--- config.mk ---
export PLATFORM = sky130hd
export DESIGN_NAME = can_bit_timer_flat
export DESIGN_NICKNAME = d
export VERILOG_FILES = /design/src/rtl/can_bit_timer_if.sv /design/src/rtl/can_bit_timer.sv /design/src/flat_wrapper.sv
export SDC_FILE = /design/constraint.sdc
export NUM_CORES = 1
export LEC_CHECK = 0
export ABC_AREA = 1
export BUFFER_PORTS_ARGS = -buffer_cell sky130_fd_sc_hd__buf_2
export CORE_MARGIN = 2
export CORE_UTILIZATION = 30
export CTS_BUF_LIST = sky130_fd_sc_hd__clkbuf_16
export DETAILED_ROUTE_END_ITERATION = 10
export MAX_ROUTING_LAYER = met4
export PLACE_DENSITY_LB_ADDON = 0.3
export SLEW_MARGIN = 10
export SYNTH_ARGS = -nofsm -noshare
export SYNTH_HDL_FRONTEND = slang
export SYNTH_SLANG_ARGS = --single-unit
--- constraint.sdc ---
create_clock -name clk50Mhz -period 6.2 [get_ports clk50Mhz]
set_input_delay 1.55 -clock clk50Mhz [delete_from_list [all_inputs] [get_ports clk50Mhz]]
set_output_delay 1.55 -clock clk50Mhz [all_outputs]
set_load 0.01 [all_outputs]
--- src/rtl/can_bit_timer_if.sv ---
// ============================================================================
// Module   : can_bit_timer_if
// Purpose  : Configuration, rx and strobe bundle between CAN MAC and bit timer.
// Revision : 1.0  initial release
// ============================================================================
`default_nettype none

interface can_bit_timer_if #(
  parameter int PRESC_W = 10,
  parameter int SEG1_W  = 4,
  parameter int SEG2_W  = 3,
  parameter int SJW_W   = 2
);
  logic               enable;
  logic [PRESC_W-1:0] brp;
  logic [SEG1_W-1:0]  tseg1;
  logic [SEG2_W-1:0]  tseg2;
  logic [SJW_W-1:0]   sjw;
  logic               rx;
`ifdef CAN_BIT_TIMER_HARD_SYNC_EN
  logic               hard_sync;
`endif
  logic               tq_tick;
  logic               bit_start;
  logic               sample_pt;
  logic               sampled_bit;
  logic [1:0]         seg_state;
  logic               busy;

`ifdef CAN_BIT_TIMER_HARD_SYNC_EN
  modport master (
    output enable, brp, tseg1, tseg2, sjw, rx, hard_sync,
    input  tq_tick, bit_start, sample_pt, sampled_bit, seg_state, busy
  );
  modport slave (
    input  enable, brp, tseg1, tseg2, sjw, rx, hard_sync,
    output tq_tick, bit_start, sample_pt, sampled_bit, seg_state, busy
  );
`else
  modport master (
    output enable, brp, tseg1, tseg2, sjw, rx,
    input  tq_tick, bit_start, sample_pt, sampled_bit, seg_state, busy
  );
  modport slave (
    input  enable, brp, tseg1, tseg2, sjw, rx,
    output tq_tick, bit_start, sample_pt, sampled_bit, seg_state, busy
  );
`endif
endinterface

`default_nettype wire

--- src/rtl/can_bit_timer.sv ---
// ============================================================================
// Module   : can_bit_timer
// Purpose  : CAN bit timing: tq prescaler, SYNC/SEG1/SEG2 sequencing and
//            SJW-limited soft resync. Hard sync via CAN_BIT_TIMER_HARD_SYNC_EN.
// Revision : 1.0  initial release
// ============================================================================
`default_nettype none

module can_bit_timer #(
  parameter int PRESC_W = 10,
  parameter int SEG1_W  = 4,
  parameter int SEG2_W  = 3,
  parameter int SJW_W   = 2
) (
  input  wire logic          clk50Mhz,
  input  wire logic          rst,
  can_bit_timer_if.slave     bt
);
  // One extra bit so SEG1 can be stretched beyond tseg1 by a late resync.
  localparam int CNT_W = SEG1_W + 1;

  typedef enum logic [1:0] {
    ST_IDLE = 2'd0,
    ST_SYNC = 2'd1,
    ST_SEG1 = 2'd2,
    ST_SEG2 = 2'd3
  } state_t;

  state_t             r_state, w_state_n;
  logic [PRESC_W-1:0] r_presc, w_presc_n, r_brp_l, w_brp_n;
  logic [SEG1_W-1:0]  r_tseg1_l, w_tseg1_n;
  logic [SEG2_W-1:0]  r_tseg2_l, w_tseg2_n;
  logic [SJW_W-1:0]   r_sjw_l, w_sjw_n;
  logic [CNT_W-1:0]   r_seg_cnt, w_seg_cnt_n;
  logic [CNT_W-1:0]   r_seg1_end, w_seg1_end_n, r_seg2_end, w_seg2_end_n;
  logic               r_resync_done, w_resync_n;
  logic               r_rx_prev;
  logic               r_sampled_bit, w_sampled_n;

  logic               w_active, w_tq_tick, w_edge, w_hard, w_soft;
  logic [CNT_W-1:0]   w_sjw1, w_late_e, w_late_add, w_early_r, w_early_sub;
  logic [CNT_W-1:0]   w_seg1_end_eff, w_seg2_end_eff;

  assign w_active  = (r_state != ST_IDLE);
  assign w_tq_tick = w_active && (r_presc == r_brp_l);
  assign w_edge    = r_rx_prev & ~bt.rx;

`ifdef CAN_BIT_TIMER_HARD_SYNC_EN
  assign w_hard = w_edge && w_active && bt.hard_sync;
`else
  assign w_hard = 1'b0;
`endif

  assign w_soft = w_edge && !r_resync_done && !w_hard &&
                  ((r_state == ST_SEG1) || (r_state == ST_SEG2));

  // Segment ends including an edge arriving in this very clock.
  assign w_sjw1      = CNT_W'(r_sjw_l) + CNT_W'(1);
  assign w_late_e    = r_seg_cnt + CNT_W'(1);
  assign w_late_add  = (w_late_e < w_sjw1) ? w_late_e : w_sjw1;
  assign w_early_r   = r_seg2_end - r_seg_cnt;
  assign w_early_sub = (w_early_r < w_sjw1) ? w_early_r : w_sjw1;

  assign w_seg1_end_eff = r_seg1_end +
      ((w_soft && (r_state == ST_SEG1)) ? w_late_add : CNT_W'(0));
  assign w_seg2_end_eff = r_seg2_end -
      ((w_soft && (r_state == ST_SEG2)) ? w_early_sub : CNT_W'(0));

  assign bt.tq_tick     = w_tq_tick;
  assign bt.bit_start   = ((r_state == ST_SYNC) && (r_presc == '0)) || w_hard;
  assign bt.sample_pt   = (r_state == ST_SEG1) && w_tq_tick &&
                          (r_seg_cnt == w_seg1_end_eff) && !w_hard;
  assign bt.sampled_bit = r_sampled_bit;
  assign bt.seg_state   = r_state;
  assign bt.busy        = w_active;

  always_comb begin
    w_state_n    = r_state;
    w_presc_n    = (w_active && !w_tq_tick) ? r_presc + PRESC_W'(1) : '0;
    w_brp_n      = r_brp_l;
    w_tseg1_n    = r_tseg1_l;
    w_tseg2_n    = r_tseg2_l;
    w_sjw_n      = r_sjw_l;
    w_seg_cnt_n  = r_seg_cnt;
    w_seg1_end_n = r_seg1_end;
    w_seg2_end_n = r_seg2_end;
    w_resync_n   = r_resync_done;
    w_sampled_n  = r_sampled_bit;

    case (r_state)
      ST_IDLE: begin
        if (bt.enable) begin
          w_state_n   = ST_SYNC;
          w_seg_cnt_n = '0;
          w_brp_n     = bt.brp;
          w_tseg1_n   = bt.tseg1;
          w_tseg2_n   = bt.tseg2;
          w_sjw_n     = bt.sjw;
          w_resync_n  = 1'b0;
        end
      end
      ST_SYNC: begin
        if (w_tq_tick) begin
          w_state_n    = ST_SEG1;
          w_seg_cnt_n  = '0;
          w_seg1_end_n = CNT_W'(r_tseg1_l);
        end
      end
      ST_SEG1: begin
        w_seg1_end_n = w_seg1_end_eff;
        if (w_soft) w_resync_n = 1'b1;
        if (w_tq_tick) begin
          if (r_seg_cnt == w_seg1_end_eff) begin
            w_state_n    = ST_SEG2;
            w_seg_cnt_n  = '0;
            w_seg2_end_n = CNT_W'(r_tseg2_l);
            w_sampled_n  = bt.rx;
          end else begin
            w_seg_cnt_n = r_seg_cnt + CNT_W'(1);
          end
        end
      end
      ST_SEG2: begin
        w_seg2_end_n = w_seg2_end_eff;
        if (w_soft) w_resync_n = 1'b1;
        if (w_tq_tick) begin
          if (r_seg_cnt == w_seg2_end_eff) begin
            w_state_n   = ST_SYNC;
            w_seg_cnt_n = '0;
            w_brp_n     = bt.brp;
            w_tseg1_n   = bt.tseg1;
            w_tseg2_n   = bt.tseg2;
            w_sjw_n     = bt.sjw;
            w_resync_n  = 1'b0;
          end else begin
            w_seg_cnt_n = r_seg_cnt + CNT_W'(1);
          end
        end
      end
      default: w_state_n = ST_IDLE;
    endcase

    // The edge clock itself serves as the SYNC tq.
    if (w_hard) begin
      w_state_n    = ST_SEG1;
      w_presc_n    = '0;
      w_seg_cnt_n  = '0;
      w_seg1_end_n = CNT_W'(r_tseg1_l);
      w_resync_n   = 1'b1;
      w_sampled_n  = r_sampled_bit;
    end

    if (w_active && !bt.enable) begin
      w_state_n   = ST_IDLE;
      w_presc_n   = '0;
      w_seg_cnt_n = '0;
    end
  end

  always_ff @(posedge clk50Mhz) begin
    if (rst) begin
      r_state       <= ST_IDLE;
      r_presc       <= '0;
      r_brp_l       <= '0;
      r_tseg1_l     <= '0;
      r_tseg2_l     <= '0;
      r_sjw_l       <= '0;
      r_seg_cnt     <= '0;
      r_seg1_end    <= '0;
      r_seg2_end    <= '0;
      r_resync_done <= 1'b0;
      r_rx_prev     <= 1'b1;
      r_sampled_bit <= 1'b1;
    end else begin
      r_state       <= w_state_n;
      r_presc       <= w_presc_n;
      r_brp_l       <= w_brp_n;
      r_tseg1_l     <= w_tseg1_n;
      r_tseg2_l     <= w_tseg2_n;
      r_sjw_l       <= w_sjw_n;
      r_seg_cnt     <= w_seg_cnt_n;
      r_seg1_end    <= w_seg1_end_n;
      r_seg2_end    <= w_seg2_end_n;
      r_resync_done <= w_resync_n;
      r_rx_prev     <= bt.rx;
      r_sampled_bit <= w_sampled_n;
    end
  end

endmodule

`default_nettype wire
--- src/flat_wrapper.sv ---
// flat-port wrapper written by rule: the top's interface ports become plain ports
module can_bit_timer_flat 
#(
  parameter int PRESC_W = 10,
  parameter int SEG1_W  = 4,
  parameter int SEG2_W  = 3,
  parameter int SJW_W   = 2
)
  (clk50Mhz, rst, bt_enable, bt_brp, bt_tseg1, bt_tseg2, bt_sjw, bt_rx, bt_tq_tick, bt_bit_start, bt_sample_pt, bt_sampled_bit, bt_seg_state, bt_busy);
  can_bit_timer_if #(.PRESC_W(PRESC_W), .SEG1_W(SEG1_W), .SEG2_W(SEG2_W), .SJW_W(SJW_W)) bt_i ();
  input  wire logic clk50Mhz;
  input  wire logic rst;
  input wire logic [$bits(bt_i.enable)-1:0] bt_enable;
  input wire logic [$bits(bt_i.brp)-1:0] bt_brp;
  input wire logic [$bits(bt_i.tseg1)-1:0] bt_tseg1;
  input wire logic [$bits(bt_i.tseg2)-1:0] bt_tseg2;
  input wire logic [$bits(bt_i.sjw)-1:0] bt_sjw;
  input wire logic [$bits(bt_i.rx)-1:0] bt_rx;
  output wire logic [$bits(bt_i.tq_tick)-1:0] bt_tq_tick;
  output wire logic [$bits(bt_i.bit_start)-1:0] bt_bit_start;
  output wire logic [$bits(bt_i.sample_pt)-1:0] bt_sample_pt;
  output wire logic [$bits(bt_i.sampled_bit)-1:0] bt_sampled_bit;
  output wire logic [$bits(bt_i.seg_state)-1:0] bt_seg_state;
  output wire logic [$bits(bt_i.busy)-1:0] bt_busy;
  assign bt_i.enable = bt_enable;
  assign bt_i.brp = bt_brp;
  assign bt_i.tseg1 = bt_tseg1;
  assign bt_i.tseg2 = bt_tseg2;
  assign bt_i.sjw = bt_sjw;
  assign bt_i.rx = bt_rx;
  assign bt_tq_tick = bt_i.tq_tick;
  assign bt_bit_start = bt_i.bit_start;
  assign bt_sample_pt = bt_i.sample_pt;
  assign bt_sampled_bit = bt_i.sampled_bit;
  assign bt_seg_state = bt_i.seg_state;
  assign bt_busy = bt_i.busy;
  can_bit_timer #(.PRESC_W(PRESC_W), .SEG1_W(SEG1_W), .SEG2_W(SEG2_W), .SJW_W(SJW_W)) u_core (.clk50Mhz(clk50Mhz), .rst(rst), .bt(bt_i));
endmodule
==> results of run 1 <==
[critical path, stage by stage]
cell and delay, ns:
buf_2 0.09, inv_1 0.10, nand2_1 0.06, nor2_1 0.17, nand3_1 0.16, a211oi_1 0.26, ha_1 0.22, fa_1 0.46
xnor2_1 0.16, nand3_1 0.09, nor2_1 0.08, nand2_1 0.08, nor2_1 0.15, nand3_2 0.17, inv_1 0.10, buf_2 0.13
[cell type report]
| type | count | area (µm²) | share of cell area, % |
|---|---|---|---|
| clock buffers | 5 | 125.1 | 3.407 |
| clock inverters | 2 | 35.03 | 0.9540 |
| inverters | 61 | 229.0 | 6.235 |
| multi-input cells | 358 | 1982 | 53.97 |
| flip-flops and latches | 49 | 980.9 | 26.71 |
| well taps | 140 | 175.2 | 4.770 |
| repair buffers | 29 | 145.1 | 3.952 |
[cells in the final DEF, fill, tap and decap left out, types with 3 or more instances in the layout]
| cell | instances |
|---|---|
| nand3b_1 | 5 |
| fa_1 | 3 |
| a211oi_1 | 3 |
| inv_1 | 57 |
| xnor2_1 | 7 |
| dfxtp_1 | 49 |
| nand4_1 | 17 |
| inv_2 | 4 |
| nor2_1 | 70 |
| clkbuf_16 | 5 |
| nand3_1 | 29 |
| buf_2 | 29 |
| a21oi_1 | 30 |
| nand2_1 | 119 |
| xor2_1 | 11 |
| o21ai_0 | 16 |
| nand2_2 | 3 |
| ha_1 | 25 |
[worst paths after layout]
kind	slack, ns	start	endpoint
setup / recovery	0.62	bt_rx	bt_sample_pt
hold / removal	0.47	u_core.r_tseg2_l[2]	u_core.r_tseg2_l[2]
setup reg to reg	1.79	u_core.r_seg_cnt[0]	u_core.r_tseg1_l[0]
hold reg to reg	0.47	u_core.r_tseg2_l[2]	u_core.r_tseg2_l[2]
[stage by stage]
step	setup WS (ns)	cells	utilization, %	power (µW)	hold slack (ns)
2_1_floorplan	1.140	477	-	908.3	0.4359
3_3_place_gp	0.6709	637	32.83	1026	0.4514
3_5_place_dp	0.6410	637	32.83	1034	0.4528
4_1_cts	0.6041	644	34.33	1344	0.4631
5_1_grt	0.3565	644	34.33	1458	0.4972
6_report	0.6165	644	34.33	1336	0.4651
[report_power, final]
| part | internal [µW] | switching [µW] |
|---|---|---|
| clock network | 188 | 120 |
| registers | 381 | 48.4 |
| logic | 209 | 389 |
[cells by family (layout without fill, tap and decap cells)]
kind of cell    count (synthesis)  in the layout  synth area share [%]
buf+inv                        70             97                 8.923
xor+xnor                       19             19                 5.538
flops                          49             49                 30.15
compound gates                 54             54                 9.115
simple gates                  255            255                 34.58
fa+ha+maj                      28             28                 11.46
other cells                     2              2                0.2309
[sequential cells by signal (all words and copies together) (netlist names)]
name and flops:
u_core.r_brp_l 10, u_core.r_presc 10, u_core.r_seg1_end 5, u_core.r_seg2_end 5
u_core.r_seg_cnt 5, u_core.r_tseg1_l 4, u_core.r_tseg2_l 3, u_core.bt.seg_state 2
u_core.r_sjw_l 2, u_core.bt.sampled_bit 1, u_core.r_resync_done 1, u_core.r_rx_prev 1
[layer usage]
layer	track usage (%)	part of all wire [%]	wire, µm
met1	18.88	46	3711
met2	25.20	49	3887
met5	-	0	0
met3	2.049	4.0	317
met4	3.571	0.88	70
==> metrics.yaml, run 1 <==
status: "finished clean"
yosysWarnings: 0
synth.largest_area_cell: "dfxtp_1"
cp-end-kind: "output port"
setup_tns_ns: 0
grt_max_degree: 32
grt_pass1_vias: 2867
design.die.area_um2: 11690
gr-total-overflow: 0
tritoncts: "done"
drive_gt1_share_pct: 10.32
io_buffers: 29
hp-class: "flop to flop"
tightest_slew_ns: 0.7400
yosysSeqAreaShare_pct: 30.15
ys_ff_latch: 49
syn_inst: 477
async_flop_share_pct: 0
fmax_ghz: 0.1791
timing.final.crit_share_pct: 90.06
io_pins: 30
synth_ff_type: "dfxtp_1"
yosysTopAreaCellShare_pct: 30.15
power-per-cell-area_nw_per_um2: 363.7
peakVddDrop_v: 0.0001588
rsz0062_at_grt: "no"
critPathMaxFanout: 6
reg2reg_depth: 22
slew_headroom_pct: 50.15
start_kind: "input port"
clock_path_buffers: 2
hold_viol_final: 0
finalMaxSlewViolations: 0
place_area_um2: 3512
cts_setup_buffers: 0
drc: 0
synth_nets: 528
grt_use_total_pct: 14.91
wirelength_um: 7986
ys_types: 32
maxCapViolations: 0
arrival_ns: 4.03
cp.required_ns: 4.65
cts_root_buffer: "clkbuf_16"
drt-initial-drc-count: 132
synth_edf_count: 0
crit_type: "input port to output port"
gp_congestion: 0.8872
dr.pass1.iters: 4
fin_area_um2: 3672
clock_sinks: 49
clk_latency_ns: 0.29
core_um2: 10700
vias: 2993
synth_area_leaders: "dfxtp_1 (30%), nand2_1 (14%), ha_1 (9.6%), nor2_1 (8.1%), inv_1 (6.6%)"
row_count: 38
cts_buffers: 5
hold_depth: 2
ctsResizeCount: 0
fin_nets: 555
cellLeakagePower_uw: 0.001652
antenna_found_initial: 0
n_fill_cell: 1147
cts.clk_slew.worst_paths_ns: 0.07
synthTopCellsByCount: "nand2_1 (119), nor2_1 (70), inv_1 (57)"
syn_area_um2: 3253
finalClockSkew_ns: 0.003909
fp.dieW_um: 108.1
avgRoutedWirePerCell_um: 12.40
place.detailed.hpwl_um: 6177
ant_nets: 0
syn_area_per_cell_um2: 6.820
cts_hold_buffers: 0
viasPerCell: 4.648
chipHeight_um: 108.1
syn_to_final_growth_pct: 12.88
min_period_ns: 5.584
finalSetupViolCount: 0
antenna_cells: 0
initial_core_util_pct: 30.41
synth.most_common_cell: "nand2_1"
grt_pass1_wl_um: 13570
ctsHtreeMaxLevel: 2
No activity file was read; power rests on OpenSTA's default activity.
==> run 2, diff against run 1 <==
--- a/config.mk
+++ b/config.mk
@@ -6,9 +6,10 @@
 export NUM_CORES = 1
 export LEC_CHECK = 0
 export ABC_AREA = 1
+export ABC_CLOCK_PERIOD_IN_PS = 6200
 export BUFFER_PORTS_ARGS = -buffer_cell sky130_fd_sc_hd__buf_2
 export CORE_MARGIN = 2
-export CORE_UTILIZATION = 30
+export CORE_UTILIZATION = 50
 export CTS_BUF_LIST = sky130_fd_sc_hd__clkbuf_16
 export DETAILED_ROUTE_END_ITERATION = 10
 export MAX_ROUTING_LAYER = met4
==> metrics.yaml, run 2 (same netlist as run 1, synthesis figures left out) <==
status: "finished clean"  # unchanged
chipHeight_um: 84.66  # was 108.1 µm
wirelength_um: 7431  # was 7986 µm
min_period_ns: 5.620  # was 5.584 ns
timing.final.crit_share_pct: 90.65  # was 90.06%
power-per-cell-area_nw_per_um2: 368.8  # was 363.7 nW/µm²
rr_endpoint: "u_core.r_tseg1_l[3]"  # was u_core.r_tseg1_l[0]
viasPerCell: 5.251  # was 4.648
core_um2: 6314  # was 10700 µm²
slew_headroom_pct: 54.14  # was 50.15%
dr.pass1.iters: 4  # unchanged
drt-initial-drc-count: 184  # was 132
cts_buffers: 5  # unchanged
fin_nets: 555  # unchanged
cts.clk_slew.worst_paths_ns: 0.06  # was 0.07 ns
final_cell_mix: "nand2_1 (119), nor2_1 (70), inv_1 (58), dfxtp_1 (49), a21oi_1 (30)"  # was nand2_1 (119), nor2_1 (70), inv_1 (57), dfxtp_1 (49), a21oi_1 (30)
ant_nets: 0  # unchanged
reg_top3: "u_core.r_brp_l: 10 flops, u_core.r_presc: 10 flops"  # unchanged
grt_pass1_wl_um: 12690  # was 13570 µm
final_util_pct: 57.04  # was 34.33%
grt_max_degree: 32  # unchanged
hold_depth: 2  # unchanged
critPathMaxFanout: 6  # unchanged
cellLeakagePower_uw: 0.001657  # was 0.001652 µW
avgRoutedWirePerCell_um: 12.77  # was 12.40 µm
arrival_ns: 4.07  # was 4.03 ns
gr-total-overflow: 0  # unchanged
io_pins: 30  # unchanged
drive_gt1_share_pct: 10.30  # was 10.32%
clk_latency_ns: 0.29  # about the same
io_buffers: 29  # unchanged
drc: 0  # unchanged
clock_sinks: 49  # unchanged
rsz0062_at_grt: "no"  # unchanged
grt_use_total_pct: 22.42  # was 14.91%
clock_path_buffers: 2  # unchanged
tightest_slew_ns: 0.6807  # was 0.7400 ns
cts_hold_buffers: 0  # unchanged
crit_type: "input port to output port"  # unchanged
ctsResizeCount: 0  # unchanged
antenna_found_initial: 0  # unchanged
final_common_cell: "nand2_1"  # unchanged
start_kind: "input port"  # unchanged
maxCapViolations: 0  # unchanged
ctsHtreeMaxLevel: 2  # unchanged
cts_root_buffer: "clkbuf_16"  # unchanged
hold_viol_final: 0  # unchanged
finalSetupViolCount: 0  # unchanged
setup_tns_ns: 0  # unchanged
hp-class: "flop to flop"  # unchanged
finalMaxSlewViolations: 0  # unchanged
min_from: "u_core.r_tseg2_l[2]"  # unchanged
antenna_cells: 0  # unchanged
cp.required_ns: 4.65  # about the same
finalClockSkew_ns: 0.005935  # was 0.003909 ns
gp_congestion: 0.8969  # was 0.8872
design.die.area_um2: 7167  # was 11690 µm²
peakVddDrop_v: 0.0001902  # was 0.0001588 V
r2r-start: "u_core.r_seg_cnt[0]"  # unchanged
place.detailed.hpwl_um: 5753  # was 6177 µm
fp.dieW_um: 84.66  # was 108.1 µm
tritoncts: "done"  # unchanged
n_fill_cell: 650  # was 1147
hold_end: "u_core.r_tseg2_l[2]"  # unchanged
cts_setup_buffers: 0  # unchanged
r2r_setup_slack_ns: 1.79  # about the same
row_count: 29  # was 38
initial_core_util_pct: 51.53  # was 30.41%
grt_pass1_vias: 2872  # was 2867
syn_to_final_growth_pct: 10.69  # was 12.88%
cp-end-kind: "output port"  # unchanged
reg2reg_depth: 22  # unchanged
fmax_ghz: 0.1779  # was 0.1791 GHz
vias: 3056  # was 2993
run 2: changes by cell type in the layout (fill, tap and decap cells not counted), sizes merged:
cell / delta
inv: +1
run 2: stage by stage:
stage	instance area, µm²	instances	total power [µW]	setup WS [ns]	hold slack (ns)
6_report	3601	582	1328	0.5796	0.4577
5_1_grt	3601	582	1439	0.3340	0.4763
4_1_cts	3601	582	1338	0.5755	0.4617
3_5_place_dp	3433	574	1025	0.5555	0.4533
3_3_place_gp	3433	574	1012	0.7299	0.4523
2_1_floorplan	3253	477	908.3	1.140	0.4359
run 2: report_power, final:
part | leakage, µW | total, µW | switching [µW] | internal (µW)
Sequential | 0.000400 | 428 | 46.7 | 381
Combinational | 0.00117 | 591 | 383 | 209
Clock | 0.0000852 | 309 | 119 | 190
Total | 0.00166 | 1330 | 548 | 780
run 2: worst max-delay path by stage:
stage	end	slack [ns]	cells past startpoint	start
5_1_grt	bt_sample_pt	0.33	15	bt_rx
4_1_cts	bt_sample_pt	0.58	16	bt_rx
2_1_floorplan	bt_sample_pt	1.14	14	bt_rx
3_5_place_dp	bt_sample_pt	0.56	16	bt_rx
6_report	bt_sample_pt	0.58	16	bt_rx
3_3_place_gp	bt_sample_pt	0.73	16	bt_rx
run 2: critical path, stage by stage:
cell,delay (ns)
buf_2,0.10
inv_1,0.08
nand2_1,0.05
nor2_1,0.15
nand3_1,0.16
a211oi_1,0.31
ha_1,0.25
fa_1,0.46
xnor2_1,0.16
nand3_1,0.09
nor2_1,0.09
nand2_1,0.08
nor2_1,0.15
nand3_2,0.16
inv_1,0.09
buf_2,0.13
run 2: final cells by class:
class / instances / area [µm²] / area share, %
multi-input combinational: 358 / 1982 / 55.04
sequential: 49 / 980.9 / 27.24
inverter: 61 / 229.0 / 6.359
timing repair buffer: 29 / 145.1 / 4.031
clock buffer: 5 / 125.1 / 3.475
tap: 77 / 96.34 / 2.675
clock inverter: 3 / 42.54 / 1.181
run 2: routing by layer:
layer	track usage, %	share of wire [%]	wire length (µm)	up-vias
met5	-	0	0	-
met4	7.359	2.2	163	0
met3	3.245	4.8	359	13
met2	38.08	48	3592	62
met1	27.35	45	3315	1397
li1	-	-	-	1584
